$ cat src/rtl/pipe_stage_reg.sv
// Pipeline stage register: valid/ready handshake, stall back-pressure, synchronous flush
// with bubble insertion, and an optional two-entry skid buffer giving a registered in_ready.
//
// state    | meaning
// ---------+---------------------------------------------------
// ST_EMPTY | no entry held; out_valid=0
// ST_ONE   | head entry valid, skid empty
// ST_FULL  | head and skid entries valid; in_ready=0 (SKID=1 only)
module pipe_stage_reg #(
    parameter int unsigned CTRL_W = 16,
    parameter int unsigned DATA_W = 96,
    parameter int unsigned SKID   = 1
) (
    input  logic              clk,
    input  logic              rst_n,
    input  logic              flush,
    input  logic              in_valid,
    output logic              in_ready,
    input  logic [CTRL_W-1:0] in_ctrl,
    input  logic [DATA_W-1:0] in_data,
    output logic              out_valid,
    input  logic              out_ready,
    output logic [CTRL_W-1:0] out_ctrl,
    output logic [DATA_W-1:0] out_data
);

    // Bit 0 is the head valid flag and bit 1 the skid valid flag, so both
    // valids (and the registered in_ready) come straight off the state flops.
    typedef enum logic [1:0] {
        ST_EMPTY = 2'b00,
        ST_ONE   = 2'b01,
        ST_FULL  = 2'b11
    } state_t;

    state_t              r_state;
    state_t              w_state_nxt;
    logic [CTRL_W-1:0]   r_head_ctrl;
    logic [DATA_W-1:0]   r_head_data;
    logic [CTRL_W-1:0]   r_skid_ctrl;
    logic [DATA_W-1:0]   r_skid_data;

    logic                w_head_valid;
    logic                w_skid_valid;
    logic                w_in_ready;
    logic                w_in_fire;
    logic                w_out_fire;
    logic                w_head_ld_in;
    logic                w_head_ld_skid;
    logic                w_skid_ld_in;
    logic                w_clr_ctrl;

    assign w_head_valid = r_state[0];
    assign w_skid_valid = r_state[1];

    assign w_in_ready = (SKID != 0) ? ~w_skid_valid : (~w_head_valid | out_ready);
    assign w_in_fire  = in_valid & w_in_ready & ~flush;
    assign w_out_fire = w_head_valid & out_ready;

    always_ff @(posedge clk or negedge rst_n) begin
        if (!rst_n) begin
            r_state <= ST_EMPTY;
        end else begin
            r_state <= w_state_nxt;
        end
    end

    always_comb begin
        w_state_nxt    = r_state;
        w_head_ld_in   = 1'b0;
        w_head_ld_skid = 1'b0;
        w_skid_ld_in   = 1'b0;
        w_clr_ctrl     = 1'b0;
        if (flush) begin
            // The beat on the output this cycle is still consumed if out_ready=1;
            // nothing new is loaded and every held entry becomes a bubble.
            w_state_nxt = ST_EMPTY;
            w_clr_ctrl  = 1'b1;
        end else begin
            case (r_state)
                ST_EMPTY: begin
                    if (w_in_fire) begin
                        w_state_nxt  = ST_ONE;
                        w_head_ld_in = 1'b1;
                    end
                end
                ST_ONE: begin
                    if (w_in_fire && w_out_fire) begin
                        w_head_ld_in = 1'b1;
                    end else if (w_in_fire) begin
                        if (SKID != 0) begin
                            w_state_nxt  = ST_FULL;
                            w_skid_ld_in = 1'b1;
                        end else begin
                            w_head_ld_in = 1'b1;
                        end
                    end else if (w_out_fire) begin
                        w_state_nxt = ST_EMPTY;
                    end
                end
                ST_FULL: begin
                    if (w_out_fire) begin
                        w_state_nxt    = ST_ONE;
                        w_head_ld_skid = 1'b1;
                    end
                end
                default: begin
                    w_state_nxt = ST_EMPTY;
                end
            endcase
        end
    end

    always_ff @(posedge clk or negedge rst_n) begin
        if (!rst_n) begin
            r_head_ctrl <= '0;
            r_head_data <= '0;
            r_skid_ctrl <= '0;
            r_skid_data <= '0;
        end else if (w_clr_ctrl) begin
            r_head_ctrl <= '0;
            r_skid_ctrl <= '0;
        end else begin
            if (w_head_ld_in) begin
                r_head_ctrl <= in_ctrl;
                r_head_data <= in_data;
            end else if (w_head_ld_skid) begin
                r_head_ctrl <= r_skid_ctrl;
                r_head_data <= r_skid_data;
            end
            if (w_skid_ld_in) begin
                r_skid_ctrl <= in_ctrl;
                r_skid_data <= in_data;
            end
        end
    end

    assign in_ready  = w_in_ready;
    assign out_valid = w_head_valid;
    assign out_ctrl  = w_head_valid ? r_head_ctrl : '0;
    assign out_data  = r_head_data;

endmodule

$ cat config.mk
export PLATFORM = sky130hd
export DESIGN_NAME = pipe_stage_reg
export DESIGN_NICKNAME = d
export VERILOG_FILES = /design/src/rtl/pipe_stage_reg.sv
export SDC_FILE = /design/constraint.sdc
export NUM_CORES = 1
export LEC_CHECK = 0
export ABC_AREA = 1
export BUFFER_PORTS_ARGS = -buffer_cell sky130_fd_sc_hd__clkbuf_2
export CORE_MARGIN = 5
export CORE_UTILIZATION = 40
export DETAILED_ROUTE_END_ITERATION = 8
export PLACE_DENSITY = 0.71
export SETUP_SLACK_MARGIN = 0.5
export SLEW_MARGIN = 20
export SYNTH_ARGS = -nofsm -noshare
export SYNTH_HDL_FRONTEND = slang
export SYNTH_SLANG_ARGS = --single-unit
$ cat constraint.sdc
create_clock -name clk -period 4.1 [get_ports clk]
set_input_delay 0.205 -clock clk [delete_from_list [all_inputs] [get_ports clk]]
set_output_delay 0.205 -clock clk [all_outputs]
set_load 0.1 [all_outputs]
==> reports/metrics.cfg, run 1 <==
[sta]
final_max_slew_viol_count = 0
timing.final.crit_share_pct = 75.26
hold_viol = 0
fmax_mhz = 324.1
fin_tns_setup_ns = 0
skew_ns = 0.008603
min_period_ns = 3.086
slew_headroom_pct = 35.12
rsz0062_at_grt = no
fin_ws_ns = 1.014
worst_pin_slew_ns = 0.9733
finalSetupViolations = 0

[global_route]
grt_max_degree = 127
grt_pass1_wl_mm = 50.26
antenna_found_initial = 2
grt_remaining_overflow = 0
grt_pass1_vias = 9693
grt_usage_pct = 21.08

[die]
die_area_sq_um = 28560
core.rowCount = 58
start_util_pct = 40.38
die_h_microns = 169.0
core-area_sq_um = 25040
floorplan.io_pins = 231
fp.dieW_microns = 169.0

[power]
power_density_nw_per_um2 = 879.7
leakagePower_nw = 7.115
ir_drop_mv = 0.7053
p_total_w = 0.01178

[logic_synthesis]
avgSynthCellArea_sq_um = 8.405
syn_nets = 1324
ys_warn_count = 0
synth_area_leader_cell = dfrtp_1
synth.area.top_cells = dfrtp_1 56%, nand2_1 17%, nand3_1 11%
synth_top_area_share_pct = 55.93
ys_ff_latch = 226
synth.distinct_cells = 19
yosysSeqAreaShare_pct = 55.93
synth_cells = 1203
syn_area_sq_um = 10110

[clocking]
clockRootBuffer = clkbuf_16
clockBufferDepth = 3
clk_pin_slew_ns = 0.06
cts_buffers = 25
htree_levels = 1
cts_setup_buffers = 0
clock_sinks = 226
worstSkewPairLatency_ns = 0.51
postCtsHoldBufs = 112
cts.repair.resized = 0
cts_tree = built

[place]
dp_slack_ns = 1.064
dpl.cell_count = 1682
dp_hpwl_mm = 18.07
finalWeightedCongestion = 0.7943
io_buffer_count = 230

[critical_path]
cp.required_ns = 4.54
setup.worst_path.end_class = flop
arrival_ns = 3.52
crit_path_max_incr_delay_ns = 0.77
crit_fanout = 62
ff2ff_path_depth = 7
crit_path_top_delay_cell = dfrtp_1
critPathKind = reg -> reg
start_kind = flop
path_cells = nand2_1 > nor2_1 > nand2_4 > nand2_4 > buf_12 > nand2_1 > nand3_1

[layout]
nNetsFinal = 1612
stdcell_count = 1837
drive_above_1_share_pct = 19.84
layout_commonest_cell = nand2_1
area_growth_pct = 32.38
antenna_cells = 0
mostFrequentLayoutCells = 442 x nand2_1, 229 x clkbuf_2, 228 x nand3_1, 226 x dfrtp_1
postLayoutCoreUtil_pct = 53.46

[drt]
postRouteAntennaNets = 0
post-route-drc-count = 0
vias = 9613
drt_iter0_markers = 890
wl_per_cell_microns = 16.81
drt-pass1-iter-count = 6
via_per_inst = 5.233
wirelength_mm = 30.89

[run]
max_cap_viol_count = 0

[worst_hold_path]
min_path_type = in -> reg
hold-path-cell-count = 3

[outcome]
outcome = finished, final reports clean

Yosys cell counts:
cell type	number
nand3_2	2
nand2_1	445
or2_2	1
o22ai_1	16
inv_1	54
nor2_1	9
a21oi_1	1
nand4_1	112
buf_2	56
buf_1	7
o21ai_0	1
ha_1	4
buf_4	14
inv_2	3
clkbuf_1	21
dfrtp_1	226
nor2_2	2
nand2_2	1
nand3_1	228
where the power goes:
part	total, W	switching (W)	leakage (nW)	internal, W
combinational	0.00571	0.00472	3.83	0.000988
clock	0.00234	0.000890	0.424	0.00145
sequential	0.00373	0.000558	2.86	0.00317
through the flow:
stage               instance area [sq um]  hold slack (ns)
floorplan                           10110         -0.09059
global placement                    11410           0.3902
detailed placement                  11410           0.4004
CTS                                 13390        0.0003893
global route                        13390          0.01404
finish                              13390          0.02497
worst max-delay path, delay by kind of cell, from the launching register on:
family	cells	cell delay [ns]
buffers and inverters	1	0.36
DFF	1	0.77
and+or+nand+nor	6	1.81
cells by family after synthesis:
logic type / synth area share, %
buffers and inverters: 6.967
DFF: 55.93
adders and majority gates: 0.4950
and+or+nand+nor: 35.52
AOI/OAI and AO/OA: 1.089
registers in the layout, summed over array words and instances (netlist names):
name and flops:
out_data 96, r_skid_data 96, r_head_ctrl 16, r_skid_ctrl 16, r_state 2
final cells by class:
cell class | count | area (sq um)
Fill cell | 2195 | 11650
Sequential cell | 226 | 5655
Multi-Input combinational cell | 822 | 3796
Timing Repair Buffer | 359 | 2447
Clock buffer | 33 | 705.7
Tap cell | 330 | 412.9
Inverter | 57 | 215.2
Clock inverter | 10 | 152.6
final timing paths:
path / to / startpoint / slack [ns]
max in group asynchronous: out_data[13] / rst_n / 2.62
setup / recovery: out_data[24] / r_state[0] / 1.01
hold / removal: r_skid_ctrl[14] / in_ctrl[14] / 0.02
setup reg to reg: out_data[24] / r_state[0] / 1.01
min in group asynchronous: r_skid_data[82] / rst_n / 0.39
hold reg to reg: r_skid_data[22] / r_skid_data[22] / 0.48
routing by layer:
metal  vias to the layer above  track usage [%]  wire [microns]
met1                      4557            28.01           12910
li1                       4569                -               -
met3                        68            3.503            2174
met4                         4            6.510             969
met5                         -                0              21
met2                       415            35.57           14810
(Power assumes the default switching activity.)
==> run 2: changes to the inputs <==
==> constraint.sdc (replaced) <==
create_clock -name clk -period 3.1 [get_ports clk]
set_input_delay 0.155 -clock clk [delete_from_list [all_inputs] [get_ports clk]]
set_output_delay 0.155 -clock clk [all_outputs]
set_load 0.1 [all_outputs]
==> reports/metrics.cfg, run 2 (synthesis gave the netlist of run 1 again) <==
[power]
leakagePower_nw = 7.194  ; was 7.115 nW
ir_drop_mv = 0.9554  ; was 0.7053 mV
power_density_nw_per_um2 = 1176  ; was 879.7 nW/um^2
p_total_w = 0.01594  ; was 0.01178 W

[die]
die_h_microns = 169.0  ; unchanged
core-area_sq_um = 25040  ; unchanged
start_util_pct = 40.38  ; unchanged
die_area_sq_um = 28560  ; unchanged
floorplan.io_pins = 231  ; unchanged
core.rowCount = 58  ; unchanged
fp.dieW_microns = 169.0  ; unchanged

[sta]
finalSetupViolations = 0  ; unchanged
hold_viol = 0  ; unchanged
worst_pin_slew_ns = 0.8171  ; was 0.9733 ns
fmax_mhz = 417.5  ; was 324.1 MHz
timing.final.crit_share_pct = 77.27  ; was 75.26%
fin_tns_setup_ns = 0  ; unchanged
slew_headroom_pct = 45.53  ; was 35.12%
fin_ws_ns = 0.7046  ; was 1.014 ns
skew_ns = 0.01232  ; was 0.008603 ns
min_period_ns = 2.395  ; was 3.086 ns
rsz0062_at_grt = no  ; unchanged
final_max_slew_viol_count = 0  ; unchanged

[global_route]
grt_usage_pct = 21.08  ; about the same
antenna_found_initial = 0  ; was 2
grt_pass1_vias = 9928  ; was 9693
grt_pass1_wl_mm = 50.25  ; was 50.26 mm
grt_remaining_overflow = 0  ; unchanged
grt_max_degree = 110  ; was 127

[layout]
mostFrequentLayoutCells = 442 x nand2_1, 229 x clkbuf_2, 228 x nand3_1, 225 x dfrtp_1, 113 x dlygate4sd3_1  ; was 442 x nand2_1, 229 x clkbuf_2, 228 x nand3_1, 226 x dfrtp_1
antenna_cells = 0  ; unchanged
drive_above_1_share_pct = 20.29  ; was 19.84%
nNetsFinal = 1616  ; was 1612
layout_commonest_cell = nand2_1  ; unchanged
final_area_sq_um = 13560  ; was 13390 sq um
area_growth_pct = 34.07  ; was 32.38%

[place]
place_area_sq_um = 11460  ; was 11410 sq um
io_buffer_count = 230  ; unchanged
finalWeightedCongestion = 0.8386  ; was 0.7943
dp_slack_ns = 0.7630  ; was 1.064 ns
dp_hpwl_mm = 17.52  ; was 18.07 mm

[critical_path]
start_kind = flop  ; unchanged
crit_path_top_delay_cell = dfrtp_2  ; was dfrtp_1
critPathKind = reg -> reg  ; unchanged
crit_fanout = 44  ; was 62
crit_path_max_incr_delay_ns = 0.58  ; was 0.77 ns
path_common_cell = nand3_1
ff2ff_path_depth = 6  ; was 7
cp.required_ns = 3.49  ; was 4.54 ns
path_cells = nand2_1 > nor2_1 > nand2_4 > buf_4 > nand3_1 > nand3_1  ; was nand2_1 > nor2_1 > nand2_4 > nand2_4 > buf_12 > nand2_1 > nand3_1
arrival_ns = 2.79  ; was 3.52 ns
setup.worst_path.end_class = flop  ; unchanged

[clocking]
htree_levels = 1  ; unchanged
clockRootBuffer = clkbuf_16  ; unchanged
clk_pin_slew_ns = 0.06  ; about the same
cts_buffers = 26  ; was 25
clockBufferDepth = 3  ; unchanged
clock_sinks = 226  ; unchanged
cts_tree = built  ; unchanged
worstSkewPairLatency_ns = 0.52  ; was 0.51 ns

[drt]
wirelength_mm = 31.11  ; was 30.89 mm
vias = 9887  ; was 9613
postRouteAntennaNets = 0  ; unchanged
drt_iter0_markers = 918  ; was 890
drt-pass1-iter-count = 5  ; was 6
via_per_inst = 5.365  ; was 5.233
post-route-drc-count = 0  ; unchanged
wl_per_cell_microns = 16.88  ; was 16.81 microns

[worst_hold_path]
hold-path-cell-count = 4  ; was 3
min_path_type = in -> reg  ; unchanged

[run]
max_cap_viol_count = 0  ; unchanged

[outcome]
outcome = finished, final reports clean  ; unchanged

run 2: cell types whose count changed in the layout (fill, tap and decap cells not counted), sizes merged:
cell         previous run  this run
buf                    18        20
bufinv                  4         5
clkbuf                262       264
clkinv                  6         5
dlygate4sd3           112       113
inv                    56        57
run 2: where the power goes:
group,internal [W],switching [W]
clock network,0.00216,0.00123
registers,0.00419,0.000763
logic,0.00133,0.00626
run 2: area by class of cell:
class                           instances  area [sq um]
Fill cell                            2168         11480
Sequential cell                       226          5657
Multi-Input combinational cell        822          3796
Timing Repair Buffer                  362          2510
Clock buffer                           35         775.7
Tap cell                              330         412.9
Inverter                               57         215.2
Clock inverter                         11         188.9
run 2: what timing repair did:
action,4_1_cts,5_1_grt
endpoints found under the hold margin,326,0
setup buffers,0,0
endpoints found under the setup margin,0,0
resized for setup,0,0
hold buffers,113,0
run 2: worst paths after layout:
path                                      start              end  slack [ns]
worst max-delay path                 r_state[0]     out_data[44]        0.70
worst min-delay path                      flush       r_state[1]        0.07
worst max register to register       r_state[0]     out_data[44]        0.70
worst min register to register  r_skid_data[71]  r_skid_data[71]        0.48
max in group asynchronous                 rst_n     out_data[44]        1.81
min in group asynchronous                 rst_n  r_skid_data[87]        0.31
run 2: critical path: cells and delay by family, from the launching register on:
family / cells / cell delay (ns)
DFF: 1 / 0.58
and+or+nand+nor: 5 / 1.24
buffers and inverters: 1 / 0.41
run 2: per-layer routing:
metal	routed length [microns]	share of wire [%]	global-route usage (%)	vias up
met4	892	2.9	6.720	0
li1	-	-	-	4585
met1	12510	40	27.17	4761
met3	2447	7.9	3.340	75
met2	15260	49	36.54	466
met5	0	0	0	-
run 2: stage by stage:
stage	hold slack, ns	util (%)	instances
after CTS	0.04252	54.14	1843
after detailed placement	0.2751	45.77	1684
after floorplan	-0.1406	-	1203
final	0.07048	54.14	1843
after global routing	0.07569	54.14	1843
after global placement	0.2781	45.77	1684
